==> config.mk <==
export PLATFORM = sky130hd
export DESIGN_NAME = pipeline_hazard_ctrl
export DESIGN_NICKNAME = d
export VERILOG_FILES = /design/src/rtl/pipeline_ctrl_pkg.sv /design/src/rtl/id_ex_ctrl_pipe_reg.sv /design/src/rtl/pipeline_hazard_ctrl.sv
export SDC_FILE = /design/constraint.sdc
export NUM_CORES = 1
export LEC_CHECK = 0
export CAP_MARGIN = 20
export CELL_PAD_IN_SITES_DETAIL_PLACEMENT = 1
export CELL_PAD_IN_SITES_GLOBAL_PLACEMENT = 1
export CORE_UTILIZATION = 35
export CTS_BUF_LIST = sky130_fd_sc_hd__clkbuf_8
export CTS_CLUSTER_DIAMETER = 200
export DETAILED_ROUTE_END_ITERATION = 8
export GPL_TIMING_DRIVEN = 0
export PLACE_DENSITY_LB_ADDON = 0.15
export SLEW_MARGIN = 20
export SYNTH_ARGS = -nofsm -noshare
export SYNTH_HDL_FRONTEND = slang
export SYNTH_SLANG_ARGS = --single-unit
==> constraint.sdc <==
create_clock -name clock -period 3.3 [get_ports clock]
set_input_delay 0.66 -clock clock [delete_from_list [all_inputs] [get_ports clock]]
set_output_delay 0.66 -clock clock [all_outputs]
set_load 0.05 [all_outputs]
==> src/rtl/pipeline_ctrl_pkg.sv <==
// Shared constants for the ID/EX hazard controller: control-bundle bit
// positions, the default bundle width and the multiply/divide FSM encodings.
package pipeline_ctrl_pkg;

    // Default width of the decoded control bundle carried from ID to EX
    localparam int CTRL_W = 8;

    // Bit positions inside the control bundle
    localparam int REGWRITE = 0;
    localparam int MEMREAD  = 1;
    localparam int MEMWRITE = 2;
    localparam int MEMTOREG = 3;
    localparam int ALUSRC   = 4;
    localparam int ADDI     = 5;
    localparam int BRANCH   = 6;
    localparam int MULDIV   = 7;

    // Multiply/divide tracking FSM
    typedef enum logic [1:0] {
        ST_RUN     = 2'b00,
        ST_MD_WAIT = 2'b01
    } md_state_t;

endpackage

==> src/rtl/id_ex_ctrl_pipe_reg.sv <==
// ID/EX pipeline register for the control bundle and destination fields.
// A bubble request loads an empty slot; otherwise the ID contents move in
// with the control bundle zeroed for non-valid slots.
module id_ex_ctrl_pipe_reg #(
    parameter int CTRL_W = 8
) (
    input  logic              clock,
    input  logic              reset_n,
    input  logic              bubble,
    input  logic              id_valid,
    input  logic [CTRL_W-1:0] id_ctrl,
    input  logic [4:0]        id_rt,
    input  logic [4:0]        id_rd,
    output logic              ex_valid,
    output logic [CTRL_W-1:0] ex_ctrl,
    output logic [4:0]        ex_rt,
    output logic [4:0]        ex_rd
);

    // Register stage: reset or bubble empties the slot, else ID advances
    always_ff @(posedge clock or negedge reset_n) begin
        if (!reset_n) begin
            ex_valid <= 1'b0;
            ex_ctrl  <= '0;
            ex_rt    <= 5'd0;
            ex_rd    <= 5'd0;
        end else if (bubble) begin
            ex_valid <= 1'b0;
            ex_ctrl  <= '0;
            ex_rt    <= 5'd0;
            ex_rd    <= 5'd0;
        end else begin
            ex_valid <= id_valid;
            ex_ctrl  <= id_valid ? id_ctrl : '0;
            ex_rt    <= id_rt;
            ex_rd    <= id_rd;
        end
    end

endmodule

==> src/rtl/pipeline_hazard_ctrl.sv <==
// Hazard controller for the ID/EX boundary of a 5-stage pipeline.
// Detects load-use and multiply/divide result hazards, applies branch
// flushes, tracks an outstanding muldiv and counts stall cycles.
//
// Flow control: the ID instruction is accepted into ID/EX on a clock edge
// exactly when stall_if_id=0 and flush_if_id=0. When stall_if_id=1 the
// front end must hold PC and IF/ID unchanged; when flush_if_id=1 IF/ID is
// squashed. In both cases ID/EX receives a bubble on that edge.
module pipeline_hazard_ctrl #(
    parameter int CTRL_W = pipeline_ctrl_pkg::CTRL_W,
    parameter int CNT_W  = 16
) (
    input  logic              clock,
    input  logic              reset_n,
    input  logic              id_valid,
    input  logic [CTRL_W-1:0] id_ctrl,
    input  logic [4:0]        id_rs,
    input  logic [4:0]        id_rt,
    input  logic [4:0]        id_rd,
    input  logic              id_uses_rs,
    input  logic              id_uses_rt,
    input  logic              id_uses_hilo,
    input  logic              ex_branch_taken,
    input  logic              md_done,
    output logic              ex_valid,
    output logic [CTRL_W-1:0] ex_ctrl,
    output logic [4:0]        ex_rt,
    output logic [4:0]        ex_rd,
    output logic              stall_if_id,
    output logic              flush_if_id,
    output logic              md_busy,
    output logic [CNT_W-1:0]  stall_count,
    output logic [1:0]        fsm_state
);

    import pipeline_ctrl_pkg::*;

    md_state_t state_q;
    md_state_t state_d;

    logic lu_hazard;
    logic md_hazard;
    logic bubble;
    logic accept_muldiv;

    // Load in EX whose destination is read by the ID instruction
    assign lu_hazard = reset_n & ex_valid & ex_ctrl[MEMREAD] & (ex_rt != 5'd0) & id_valid &
                       ((id_uses_rs & (id_rs == ex_rt)) | (id_uses_rt & (id_rt == ex_rt)));

    // HI/LO reader or new muldiv while a muldiv is still in flight
    assign md_hazard = reset_n & md_busy & id_valid & (id_uses_hilo | id_ctrl[MULDIV]) & ~md_done;

    // A taken branch squashes the ID instruction, so it overrides any stall
    assign flush_if_id = reset_n & ex_branch_taken;
    assign stall_if_id = reset_n & ~ex_branch_taken & (lu_hazard | md_hazard);

    assign bubble        = ex_branch_taken | stall_if_id;
    assign accept_muldiv = ~bubble & id_valid & id_ctrl[MULDIV];

    assign md_busy   = (state_q == ST_MD_WAIT);
    assign fsm_state = state_q;

    id_ex_ctrl_pipe_reg #(
        .CTRL_W (CTRL_W)
    ) u_id_ex (
        .clock    (clock),
        .reset_n  (reset_n),
        .bubble   (bubble),
        .id_valid (id_valid),
        .id_ctrl  (id_ctrl),
        .id_rt    (id_rt),
        .id_rd    (id_rd),
        .ex_valid (ex_valid),
        .ex_ctrl  (ex_ctrl),
        .ex_rt    (ex_rt),
        .ex_rd    (ex_rd)
    );

    // FSM state register
    always_ff @(posedge clock or negedge reset_n) begin
        if (!reset_n) begin
            state_q <= ST_RUN;
        end else begin
            state_q <= state_d;
        end
    end

    // FSM next state: a branch never cancels an older in-flight muldiv
    always_comb begin
        state_d = state_q;
        case (state_q)
            ST_RUN: begin
                if (accept_muldiv) begin
                    state_d = ST_MD_WAIT;
                end
            end
            ST_MD_WAIT: begin
                if (md_done && !accept_muldiv) begin
                    state_d = ST_RUN;
                end
            end
            default: begin
                state_d = ST_RUN;
            end
        endcase
    end

    // Saturating count of stall cycles (flush cycles are not stalls)
    always_ff @(posedge clock or negedge reset_n) begin
        if (!reset_n) begin
            stall_count <= '0;
        end else if (stall_if_id && (stall_count != {CNT_W{1'b1}})) begin
            stall_count <= stall_count + 1'b1;
        end
    end

endmodule

==> impl_metrics.json, run 1 <==
{
  "synth_top_family_by_area": "simple AND/OR/NAND/NOR gates",
  "htree_levels": 2,
  "cts_resized": 2,
  "ios": 71,
  "wire_per_inst_um": 15.3,
  "drt_first_pass_iters": 6,
  "grt_setup_unrepaired": "no",
  "crit_required_ns": 2.64,
  "final_common_cell": "clkdlybuf4s50_1",
  "synth_edf_count": 0,
  "clkSlewWorstSetupHoldPaths_ns": 0.07,
  "status": "finished with violations",
  "slew_violations": 0,
  "drive_above_1_share_pct": 11.3,
  "clock.fmax_mhz": 326,
  "grt_max_degree": 24,
  "cts_setup_buffers": 0,
  "cts_root_buffer": "clkbuf_8",
  "vias": 1357,
  "coreArea_um2": 4440,
  "wl_mm": 4.19,
  "irDropWorstVdd_mv": 0.242,
  "final_util_pct": 56.4,
  "hp-class": "in2async",
  "cts_sinks": 36,
  "rows": 24,
  "cts_tree": "yes",
  "dp_hpwl_mm": 3.16,
  "crit_path_top_delay_cell": "clkdlybuf4s50_1",
  "cpPeakStageDelay_ns": 0.52,
  "area_growth_syn_to_layout_pct": 52.7,
  "grt_pass1_wl_mm": 7.11,
  "avgSynthCellArea_um2": 11.5,
  "synthCells": 143,
  "grt_antenna_before_repair": 0,
  "layout.nets": 252,
  "ff2ff_setup_slack_ns": 1.28,
  "ys_warn_count": 0,
  "synth-compound-area-share_pct": 4.80,
  "crit_type": "in2out",
  "detail_route.iter0.violations": 44,
  "critPathArrivalTime_ns": 2.41,
  "synth-main-ff-cell": "dfrtp_1",
  "synth-seq-cells": 36,
  "post-route-period-util_pct": 93.1,
  "die_w_um": 70.5,
  "min_period_ns": 3.07,
  "total_power_w": 0.000964,
  "tightestPinTransition_ns": 0.526,
  "place_area_um2": 2420,
  "start_util_pct": 37.0,
  "grt_use_total_pct": 18.9,
  "synthXorXnorAreaFrac_pct": 13.3,
  "start_kind": "input port",
  "ctsHoldBuffers": 0,
  "cp_top_family": "buffers and inverters",
  "setup_tns_ns": 0,
  "worstPathCellList": "clkdlybuf4s50_1, xnor2_1, nand4_1, o22ai_1, a21oi_1, clkbuf_1, nor2_1, clkbuf_2",
  "p_leak_nw": 1.16,
  "synthAdderAreaFrac_pct": 0.762,
  "antenna_left": 0,
  "vias_per_cell": 4.97,
  "die_height_um": 70.5,
  "setup_slack_ns": 0.228,
  "critPathCaptureType": "output port",
  "synthSimpleGateAreaFrac_pct": 22.3,
  "route.detailed.drc": 6,
  "fin_worst_skew_ns": 0.00470,
  "critPathBufInv": 3,
  "gp_congestion": 0.723,
  "dieArea_um2": 4970,
  "cts-buffers-inserted": 5,
  "cp_max_fo": 10,
  "dpl_worst_slack_ns": -0.294,
  "violations": "design-rule violations",
  "syn-num-nets": 175,
  "synthMuxAreaShare_pct": 0.914,
  "yosysUniqueCellTypes": 33,
  "diodes": 0,
  "setup_violations": 0,
  "overflow": 0,
  "first_global_vias": 1454,
  "slew_headroom_pct": 64.8,
  "maxCapViolCount": 0,
  "mostFrequentLayoutCells": "clkdlybuf4s50_1 (67), dfrtp_1 (36), xnor2_1 (13), xor2_1 (12), and3_1 (11)",
  "io_buffer_count": 69,
  "synthArstFlopShare_pct": 100,
  "synth_area_um2": 1640,
  "hold_violations": 0,
  "cts_buffer_depth": 2,
  "synth_seq_area_share_pct": 54.8,
  "clock_latency_ns": 0.29,
  "p_per_area_nw_per_um2": 384,
  "fin_area_um2": 2510
}
cell type report:
type	instances	area (um^2)
tap	52	65.1
clock buffer	6	82.6
clock inverter	2	10.0
multi-input combinational	99	696
buffer	6	38.8
sequential	36	901
inverter	2	7.51
fill	484	1940
timing repair buffer	70	708
cells by family after synthesis:
| group | after synthesis |
|---|---|
| xor+xnor | 25 |
| compound gates | 8 |
| simple gates | 63 |
| mux | 1 |
| buf+inv | 8 |
| flops | 36 |
| fa+ha+maj | 1 |
| other cells | 1 |
sequential cells by signal (all words and copies together), names as in the netlist:
register          cells
stall_count          16
u_id_ex.ex_ctrl       8
u_id_ex.ex_rd         5
u_id_ex.ex_rt         5
fsm_state             1
u_id_ex.ex_valid      1
power breakdown:
group,internal [W],switching (W)
combinational,0.0000782,0.0000960
clock,0.000167,0.000161
sequential,0.000454,0.00000867
total,0.000698,0.000265
cell usage after synthesis, types with 4 or more instances:
master | n | area [um^2]
xnor2_1 | 13 | 114
nor3_1 | 4 | 20.0
nand2_1 | 8 | 30.0
nor4_1 | 5 | 31.3
nor2_1 | 6 | 22.5
nand4_1 | 4 | 25.0
dfrtp_1 | 36 | 901
and2_1 | 9 | 56.3
nand3_1 | 8 | 40.0
xor2_1 | 12 | 105
and3_1 | 11 | 68.8
stage by stage:
stage,hold slack (ns),cells
after floorplan,0.364,143
after global placement,0.476,264
after detailed placement,0.504,265
after CTS,0.317,273
after global routing,0.327,273
final,0.306,273
layer usage:
layer	share of wire [%]	global-route usage [%]	routed length (um)	vias to the layer above
met5	0	0	0	-
met4	1.7	7.48	71	0
met3	6.8	6.93	286	7
met2	48	31.2	2020	50
met1	43	22.4	1810	658
li1	-	-	-	642
path summary, 6_finish.rpt:
check	from	end	cells after the start
worst max-delay path	id_rt[4]	stall_if_id	8
worst min-delay path	reset_n	u_id_ex.ex_rt[2]	1
worst max register to register	stall_count[0]	stall_count[1]	7
worst min register to register	stall_count[12]	stall_count[12]	1
max in group asynchronous	reset_n	stall_count[3]	2
min in group clock	stall_count[12]	stall_count[12]	1
(Power assumes the default switching activity.)
==> run 2, diff against run 1 <==
==> constraint.sdc (replaced) <==
create_clock -name clock -period 3.3 [get_ports clock]
set_input_delay 0.33 -clock clock [delete_from_list [all_inputs] [get_ports clock]]
set_output_delay 0.33 -clock clock [all_outputs]
set_load 0.05 [all_outputs]
==> run 2 against run 1 <==
Effect of this change:
- the run still ends with design-rule violations left
- global-route usage grew 0.12 points
- worst hold slack improved by 0.20 ns
- core utilization rose by 0.56 points
- highest routed layer unchanged
- flip-flop and latch count unchanged
- setup slack worse by 0.033 ns
- combinational power about the same
- critical path depth is 1 higher
- total power rose by 0.25%
- clock-buffer cell count unchanged
- sequential power about the same
- final cell count grew 0.73%
- non-clock buffer count increased by 2
==> impl_metrics.json, run 2 (same netlist as run 1, synthesis figures left out) <==
{
  "status": "finished with violations",
  "violations": "design-rule violations",
  "place_area_um2": 2420,
  "largest_reg_flops": 16,
  "io_buffer_count": 69,
  "overflow": 0,
  "crit_end": "stall_if_id",
  "clkSlewWorstSetupHoldPaths_ns": 0.07,
  "grt_max_degree": 24,
  "setup_slack_ns": 0.195,
  "post-route-period-util_pct": 94.1,
  "clock_latency_ns": 0.29,
  "vias": 1357,
  "grt_antenna_before_repair": 0,
  "fin_worst_skew_ns": 0.00467,
  "layout.nets": 254,
  "setup_violations": 0,
  "holdWs_ns": 0.508,
  "final_util_pct": 57.0,
  "crit_required_ns": 2.97,
  "final_common_cell": "clkdlybuf4s50_1",
  "drive_above_1_share_pct": 10.8,
  "start_util_pct": 37.0,
  "clock.fmax_mhz": 322,
  "rows": 24,
  "detail_route.iter0.violations": 46,
  "intPower_w": 0.000700,
  "power.switching_w": 0.000266,
  "antenna_left": 0,
  "start_kind": "input port",
  "dp_hpwl_mm": 3.16,
  "worstPathCellList": "dlygate4sd3_1, buf_2, buf_16, nand4_1, a21oi_1, a21oi_1, clkbuf_1, nor2_1, clkdlybuf4s50_1",
  "area_growth_syn_to_layout_pct": 54.2,
  "p_per_area_nw_per_um2": 381,
  "wire_per_inst_um": 15.3,
  "multiInputGateArea_um2": 696,
  "coreArea_um2": 4440,
  "p_leak_nw": 1.16,
  "cts_setup_buffers": 0,
  "crit_path_start": "reset_n",
  "first_global_vias": 1465,
  "regMostFlops": "stall_count",
  "min_from": "stall_count[12]",
  "mostFrequentLayoutCells": "clkdlybuf4s50_1 (68), dfrtp_1 (36), xnor2_1 (13), xor2_1 (12), and3_1 (11)",
  "pwr-share-seq_pct": 47.8,
  "ff2ff_setup_slack_ns": 1.28,
  "cts_sinks": 36,
  "dieArea_um2": 4970,
  "diodes": 0,
  "ios": 71,
  "grt_pass1_wl_mm": 7.16,
  "r2r_end": "stall_count[1]",
  "hp-class": "reg2reg",
  "grt_use_total_pct": 19.0,
  "gp_congestion": 0.723,
  "reg.largest.list": "stall_count (16), u_id_ex.ex_ctrl (8)",
  "grt_setup_unrepaired": "no",
  "die_height_um": 70.5,
  "seq_area_um2": 901,
  "reg2reg_from": "stall_count[0]",
  "cp_max_fo": 23,
  "maxCapViolCount": 0,
  "die_w_um": 70.5,
  "crit_path_top_delay_cell": "clkdlybuf4s50_1",
  "critPathCaptureType": "output port",
  "p_clk_share_pct": 33.9,
  "p_comb_share_pct": 18.3,
  "drt_first_pass_iters": 6,
  "cpPeakStageDelay_ns": 0.81,
  "fin_area_um2": 2530,
  "cts_root_buffer": "clkbuf_8",
  "cts_tree": "yes",
  "route.detailed.drc": 6,
  "cts-buffers-inserted": 5,
  "tightestPinTransition_ns": 0.789,
  "wl_mm": 4.22,
  "crit_type": "in2out",
  "vias_per_cell": 4.93,
  "irDropWorstVdd_mv": 0.243,
  "htree_levels": 2,
  "dpl_worst_slack_ns": 0.366,
  "cts_resized": 0,
  "min_period_ns": 3.11,
  "critPathArrivalTime_ns": 2.78,
  "r2r_cells": 7,
  "cts_buffer_depth": 2,
  "hold_violations": 0,
  "swShare_pct": 27.5,
  "slew_violations": 0,
  "slew_headroom_pct": 47.2,
  "crit_top_cell": "a21oi_1",
  "n_fill_cell": 481
}
## run 2: changes by cell type in the layout (fill, tap and decap cells not counted)
| cell | previous run | this run |
|---|---|---|
| clkbuf_2 | 1 | 0 |
| dlygate4sd3_1 | 0 | 2 |
| clkdlybuf4s50_1 | 67 | 68 |
## run 2: cell type report
type,count,share of cell area (%)
clock inverters,2,0.395
plain buffers,6,1.53
well taps,52,2.57
repair buffers,72,28.9
clock buffers,6,3.26
multi-input cells,99,27.5
inverters,2,0.296
flip-flops and latches,36,35.6
## run 2: timing repair
item / 4_1_cts / 5_1_grt
endpoints found under the hold margin: 17 / 0
endpoints found under the setup margin: 0 / 0
hold buffers: 2 / 0
## run 2: how the worst min path moves through the flow
stage                       end  cells past startpoint  slack (ns)
5_1_grt         stall_count[15]                      1        0.52
6_report        stall_count[12]                      1        0.51
3_5_place_dp   u_id_ex.ex_rt[2]                      1        0.31
3_3_place_gp    stall_count[14]                      1        0.48
2_1_floorplan      fsm_state[0]                      0        0.03
4_1_cts        u_id_ex.ex_rd[1]                      3        0.52
## run 2: metrics by stage
step	power, W	instances	setup TNS (ns)
2_1_floorplan	0.000557	143	0
3_3_place_gp	0.000638	264	-3.44
3_5_place_dp	0.000646	265	0
4_1_cts	0.000978	275	0
5_1_grt	0.00101	275	0
6_report	0.000966	275	0
## run 2: critical path, delay by kind of cell
family | cells | cell delay (ns)
buf+inv | 5 | 1.86
compound gates | 2 | 0.32
simple gates | 2 | 0.24
## run 2: power groups by stage
stage	Sequential (W)	Combinational, W	Clock (W)
floorplan	0.000516	0.0000413	0
global placement	0.000470	0.000168	0
detailed placement	0.000471	0.000175	0
CTS	0.000462	0.000178	0.000337
global route	0.000464	0.000187	0.000361
finish	0.000462	0.000176	0.000328
## run 2: layer usage
layer	share of wire [%]	wire, um	GRT usage, %
met2	48	2040	31.4
met5	0	0	0
met4	1.7	71	7.48
met3	6.8	286	6.93
met1	43	1820	22.6
==> run 3, diff against run 2 <==
--- a/config.mk
+++ b/config.mk
@@ -13,6 +13,7 @@
 export CTS_CLUSTER_DIAMETER = 200
 export DETAILED_ROUTE_END_ITERATION = 8
 export GPL_TIMING_DRIVEN = 0
+export MAX_ROUTING_LAYER = met4
 export PLACE_DENSITY_LB_ADDON = 0.15
 export SLEW_MARGIN = 20
 export SYNTH_ARGS = -nofsm -noshare
==> run 3 against run 2 <==
Effect of this change:
- the flow still finishes with violations (design-rule violations)
- total power is 0.17% lower
- global-route usage is 0.57 points higher
- setup slack about the same
- critical path depth unchanged
- register-to-register slack about the same
- maximum frequency about the same
- largest power group unchanged
- core utilization is the same
- clock skew barely moved
- first-iteration DRC count increased by 4.3%
==> impl_metrics.json, run 3 (same netlist as run 1, synthesis figures left out) <==
{
  "status": "finished with violations",
  "violations": "design-rule violations",
  "dp_hpwl_mm": 3.16,
  "maxCapViolCount": 0,
  "grt_use_total_pct": 19.6,
  "hp-class": "reg2reg",
  "drt_first_pass_iters": 6,
  "crit_path_top_delay_cell": "clkdlybuf4s50_1",
  "p_leak_nw": 1.16,
  "clock_latency_ns": 0.29,
  "slew_headroom_pct": 47.2,
  "grt_pass1_wl_mm": 7.14,
  "layout.nets": 254,
  "grt_max_degree": 24,
  "cts_setup_buffers": 0,
  "clkSlewWorstSetupHoldPaths_ns": 0.07,
  "grtUsageMet1_pct": 22.9,
  "total_power_w": 0.000964,
  "cp_max_fo": 23,
  "holdWs_ns": 0.508,
  "cts_root_buffer": "clkbuf_8",
  "p_per_area_nw_per_um2": 381,
  "stdcell_count": 275,
  "die_height_um": 70.5,
  "clock.fmax_mhz": 322,
  "cts_sinks": 36,
  "setup_violations": 0,
  "vias_per_cell": 4.95,
  "place_area_um2": 2420,
  "die_w_um": 70.5,
  "cts_buffer_depth": 2,
  "diodes": 0,
  "slew_violations": 0,
  "io_buffer_count": 69,
  "ios": 71,
  "grtUsageMet2_pct": 31.5,
  "overflow": 0,
  "area_growth_syn_to_layout_pct": 54.2,
  "antenna_left": 0,
  "vias": 1362,
  "busiest_layer": "met2",
  "power.switching_w": 0.000264,
  "p_clk_share_pct": 33.8,
  "p_comb_share_pct": 18.3,
  "grt_use_met3_pct": 6.20,
  "rows": 24,
  "route.detailed.drc": 6,
  "worstPathCellList": "dlygate4sd3_1, buf_2, buf_16, nand4_1, a21oi_1, a21oi_1, clkbuf_1, nor2_1, clkdlybuf4s50_1",
  "hold_violations": 0,
  "start_kind": "input port",
  "crit_required_ns": 2.97,
  "detail_route.iter0.violations": 48,
  "dp.cells": 265,
  "gp_congestion": 0.732,
  "irDropWorstVdd_mv": 0.240,
  "coreArea_um2": 4440,
  "min_period_ns": 3.10,
  "cts_tree": "yes",
  "crit_top_cell": "a21oi_1",
  "grt_setup_unrepaired": "no",
  "drive_above_1_share_pct": 10.8,
  "start_util_pct": 37.0,
  "cpPeakStageDelay_ns": 0.81,
  "fin_area_um2": 2530,
  "dieArea_um2": 4970,
  "wire_per_inst_um": 15.3,
  "largest_reg_flops": 16,
  "post-route-period-util_pct": 94.1,
  "wl_mm": 4.20,
  "final_util_pct": 57.0,
  "grt_antenna_before_repair": 0,
  "fin_worst_skew_ns": 0.00473,
  "tightestPinTransition_ns": 0.789,
  "first_global_vias": 1468,
  "reg.largest.list": "stall_count (16), u_id_ex.ex_ctrl (8)",
  "intPower_w": 0.000700,
  "mostFrequentLayoutCells": "clkdlybuf4s50_1 (68), dfrtp_1 (36), xnor2_1 (13), xor2_1 (12), and3_1 (11)",
  "cts-buffers-inserted": 5,
  "swShare_pct": 27.4,
  "crit_type": "in2out",
  "final_common_cell": "clkdlybuf4s50_1",
  "regMostFlops": "stall_count",
  "htree_levels": 2,
  "pwr-share-seq_pct": 47.9,
  "critPathArrivalTime_ns": 2.77,
  "critPathCaptureType": "output port"
}
run 3: metrics by stage:
step           TNS [ns]  setup slack, ns
4_1_cts               0            0.189
3_5_place_dp          0            0.366
2_1_floorplan         0            0.904
6_report              0            0.195
3_3_place_gp      -3.44           -0.900
5_1_grt               0           0.0683
run 3: final cells by class:
class                           instances  area (um^2)
Buffer                                  6         38.8
Clock buffer                            6         82.6
Clock inverter                          2         10.0
Fill cell                             481         1910
Inverter                                2         7.51
Multi-Input combinational cell         99          696
Sequential cell                        36          901
Tap cell                               52         65.1
Timing Repair Buffer                   72          733
run 3: repair_timing:
item | 4_1_cts | 5_1_grt
hold buffers | 2 | 0
gates resized for setup | 0 | 0
hold endpoints to repair | 17 | 0
run 3: final timing paths:
check,start,to,slack [ns],cells past startpoint
hold / removal,stall_count[12],stall_count[12],0.51,1
max in group asynchronous,reset_n,stall_count[9],1.54,3
setup reg to reg,stall_count[0],stall_count[1],1.28,7
setup / recovery,reset_n,stall_if_id,0.20,9
min in group asynchronous,reset_n,u_id_ex.ex_rd[1],0.53,3
hold reg to reg,stall_count[12],stall_count[12],0.51,1
run 3: power by group through the flow:
stage               Sequential [W]  Clock, W  Combinational [W]
finish                    0.000462  0.000326           0.000176
global route              0.000464  0.000360           0.000187
CTS                       0.000462  0.000337           0.000178
detailed placement        0.000471         0           0.000175
global placement          0.000470         0           0.000168
floorplan                 0.000516         0          0.0000413
run 3: per-layer routing:
metal,up-vias,wire length [um]
li1,646,-
met1,661,1820
met2,48,2050
met3,7,254
met4,0,72
met5,-,0
run 3: critical path, delay by kind of cell:
| family | cells | cell delay, ns |
|---|---|---|
| and+or+nand+nor | 2 | 0.24 |
| AOI/OAI and AO/OA | 2 | 0.32 |
| buffers and inverters | 5 | 1.86 |
==> edit: new RTL, config.mk and constraints of run 3 <==
Make the reset (`reset_n`) synchronous in 3 clocked blocks.
--- a/src/rtl/id_ex_ctrl_pipe_reg.sv
+++ b/src/rtl/id_ex_ctrl_pipe_reg.sv
@@ -20,3 +20,3 @@
     // Register stage: reset or bubble empties the slot, else ID advances
-    always_ff @(posedge clock or negedge reset_n) begin
+    always_ff @(posedge clock) begin
         if (!reset_n) begin
--- a/src/rtl/pipeline_hazard_ctrl.sv
+++ b/src/rtl/pipeline_hazard_ctrl.sv
@@ -79,3 +79,3 @@
     // FSM state register
-    always_ff @(posedge clock or negedge reset_n) begin
+    always_ff @(posedge clock) begin
         if (!reset_n) begin
@@ -108,3 +108,3 @@
     // Saturating count of stall cycles (flush cycles are not stalls)
-    always_ff @(posedge clock or negedge reset_n) begin
+    always_ff @(posedge clock) begin
         if (!reset_n) begin
Function: differs if reset_n is asserted again (counterexample within 4 cycles, from zero or initial values and one cycle with reset_n low); with reset_n held inactive, the same outputs for 10 cycles.
==> edit against run 3 <==
  * Final area decreased by 3.0%
  * Synthesized cell count increased by 18%
  * Area after synthesis decreased by 4.1%
  * Sequential power decreased by 3%
  * Routed wire length increased by 3.1%
  * Count of clock-buffer cells in the layout increased by 1
  * Sequential cell count unchanged
  * Worst setup slack improved by 0.22 ns
  * Power increased by 3.7%
  * Critical path type unchanged
  * Largest cell class is now multi-input gates
  * Largest power group unchanged
  * Highest routed layer unchanged
==> edit: results <==
{
  "status": "complete, no violations",
  "whs_path_depth": 2,
  "htree_levels": 2,
  "synthArstFlopShare_pct": 0,
  "worst-slew-pin-transition_ns": 0.959,
  "grt_pass1_wl_mm": 7.06,
  "post_dp_cell_area_sq_um": 2330,
  "viasPerCell": 5.10,
  "clockRootBuffer": "clkbuf_8",
  "leakagePower_nw": 0.874,
  "clock_latency_ns": 0.28,
  "post_drt_wl_per_cell_microns": 14.5,
  "drive_gt1_share_pct": 11.8,
  "pre_cts_ws_ns": 0.426,
  "ctsLongestPathBuffers": 2,
  "yosys_warnings": 0,
  "grt_pass1_vias": 1510,
  "reg.largest.list": "stall_count x16, u_id_ex.ex_ctrl x8",
  "cts.sinks": 36,
  "first_iter_violations": 28,
  "synthTopCellsByArea": "dfxtp_1, xnor2_1, and2_1",
  "place_congestion": 0.722,
  "p_sw_share_pct": 22.8,
  "clkTransAtPathRegs_ns": 0.07,
  "crit_fanout": 3,
  "synth_cell_types": 36,
  "numCtsBuffers": 5,
  "cts_resized": 0,
  "post_cts_buffers": 0,
  "synthFlopType": "dfxtp_1",
  "yosysSeqAreaShare_pct": 45.8,
  "reg2reg_depth": 9,
  "hpwl_mm": 3.24,
  "drc": 0,
  "antenna_found_initial": 0,
  "first_pass_iters": 4,
  "vdd_ir_drop_max_uv": 203,
  "fin_skew_ns": 0.00281,
  "antennaDiodeCount": 0,
  "critPathArrivalTime_ns": 2.56,
  "grt_max_degree": 12,
  "syn-num-nets": 201,
  "yosys-top-cells-count": "dfxtp_1, and2_1, nand2_1",
  "finalNetCount": 277,
  "grt.total_usage_pct": 18.7,
  "holdCritPathClass": "reg2reg",
  "portBuffers": 69
}
==> edit: changes by cell type after synthesis, moves of 6 or more <==
cell and delta:
a21oi_1 +8, o21ai_1 +8, dfxtp_1 +36, xor2_1 -11
dfrtp_1 -36, o31ai_1 +6
==> edit: cell families after synthesis <==
logic type,share of synthesized area (%)
AO/OA/AOI/OAI,15.0
XOR/XNOR,6.12
adder cells (fa/ha/maj),0.794
buffers and inverters,4.37
flip-flops,45.8
multiplexers,1.27
other,0.238
AND/OR/NAND/NOR,26.4
==> edit: area by class of cell <==
class	count	area [sq um]
repair buffers	69	691
fillers	511	1900
inverters	3	11.3
multi-input cells	123	786
flip-flops and latches	36	721
well taps	52	65.1
plain buffers	7	57.6
clock inverters	1	30.0
clock buffers	7	96.3
==> edit: through the flow <==
step                instances  power (mW)  hold WS, ns  util [%]
finish                    298        1.00        0.523      56.4
global route              298        1.04        0.550      56.4
CTS                       298        1.02        0.525      56.4
detailed placement        290       0.587        0.494      53.5
global placement          290       0.584        0.490      53.5
floorplan                 169       0.522        0.452         -
==> edit: metal layers <==
metal	share of wire, %	GRT usage, %	wire length, microns	up-vias
met3	4.4	4.09	191	4
met4	0.81	4.08	35	0
li1	-	-	-	751
met2	50	32.3	2160	45
met1	45	22.2	1940	720
met5	0	-	0	-
==> edit: power by group through the flow <==
stage / Combinational (mW) / Clock, mW / Sequential [mW]
after floorplan: 0.0343 / 0 / 0.487
after global placement: 0.126 / 0 / 0.458
after detailed placement: 0.129 / 0 / 0.459
after CTS: 0.129 / 0.438 / 0.448
after global routing: 0.135 / 0.451 / 0.449
final: 0.127 / 0.424 / 0.448
==> edit: path summary, 6_finish.rpt <==
check | from | end | slack [ns]
setup / recovery | id_rt[2] | stall_if_id | 0.41
hold / removal | stall_count[12] | stall_count[12] | 0.52
setup reg to reg | stall_count[0] | stall_count[1] | 0.88
hold reg to reg | stall_count[12] | stall_count[12] | 0.52
==> edit: critical path, stage by stage <==
cell and delay (ns):
clkdlybuf4s50_1 0.50, xnor2_1 0.13, nand4_1 0.13, o22ai_1 0.37
a21oi_1 0.15, nor2_1 0.13, clkdlybuf4s50_1 0.83
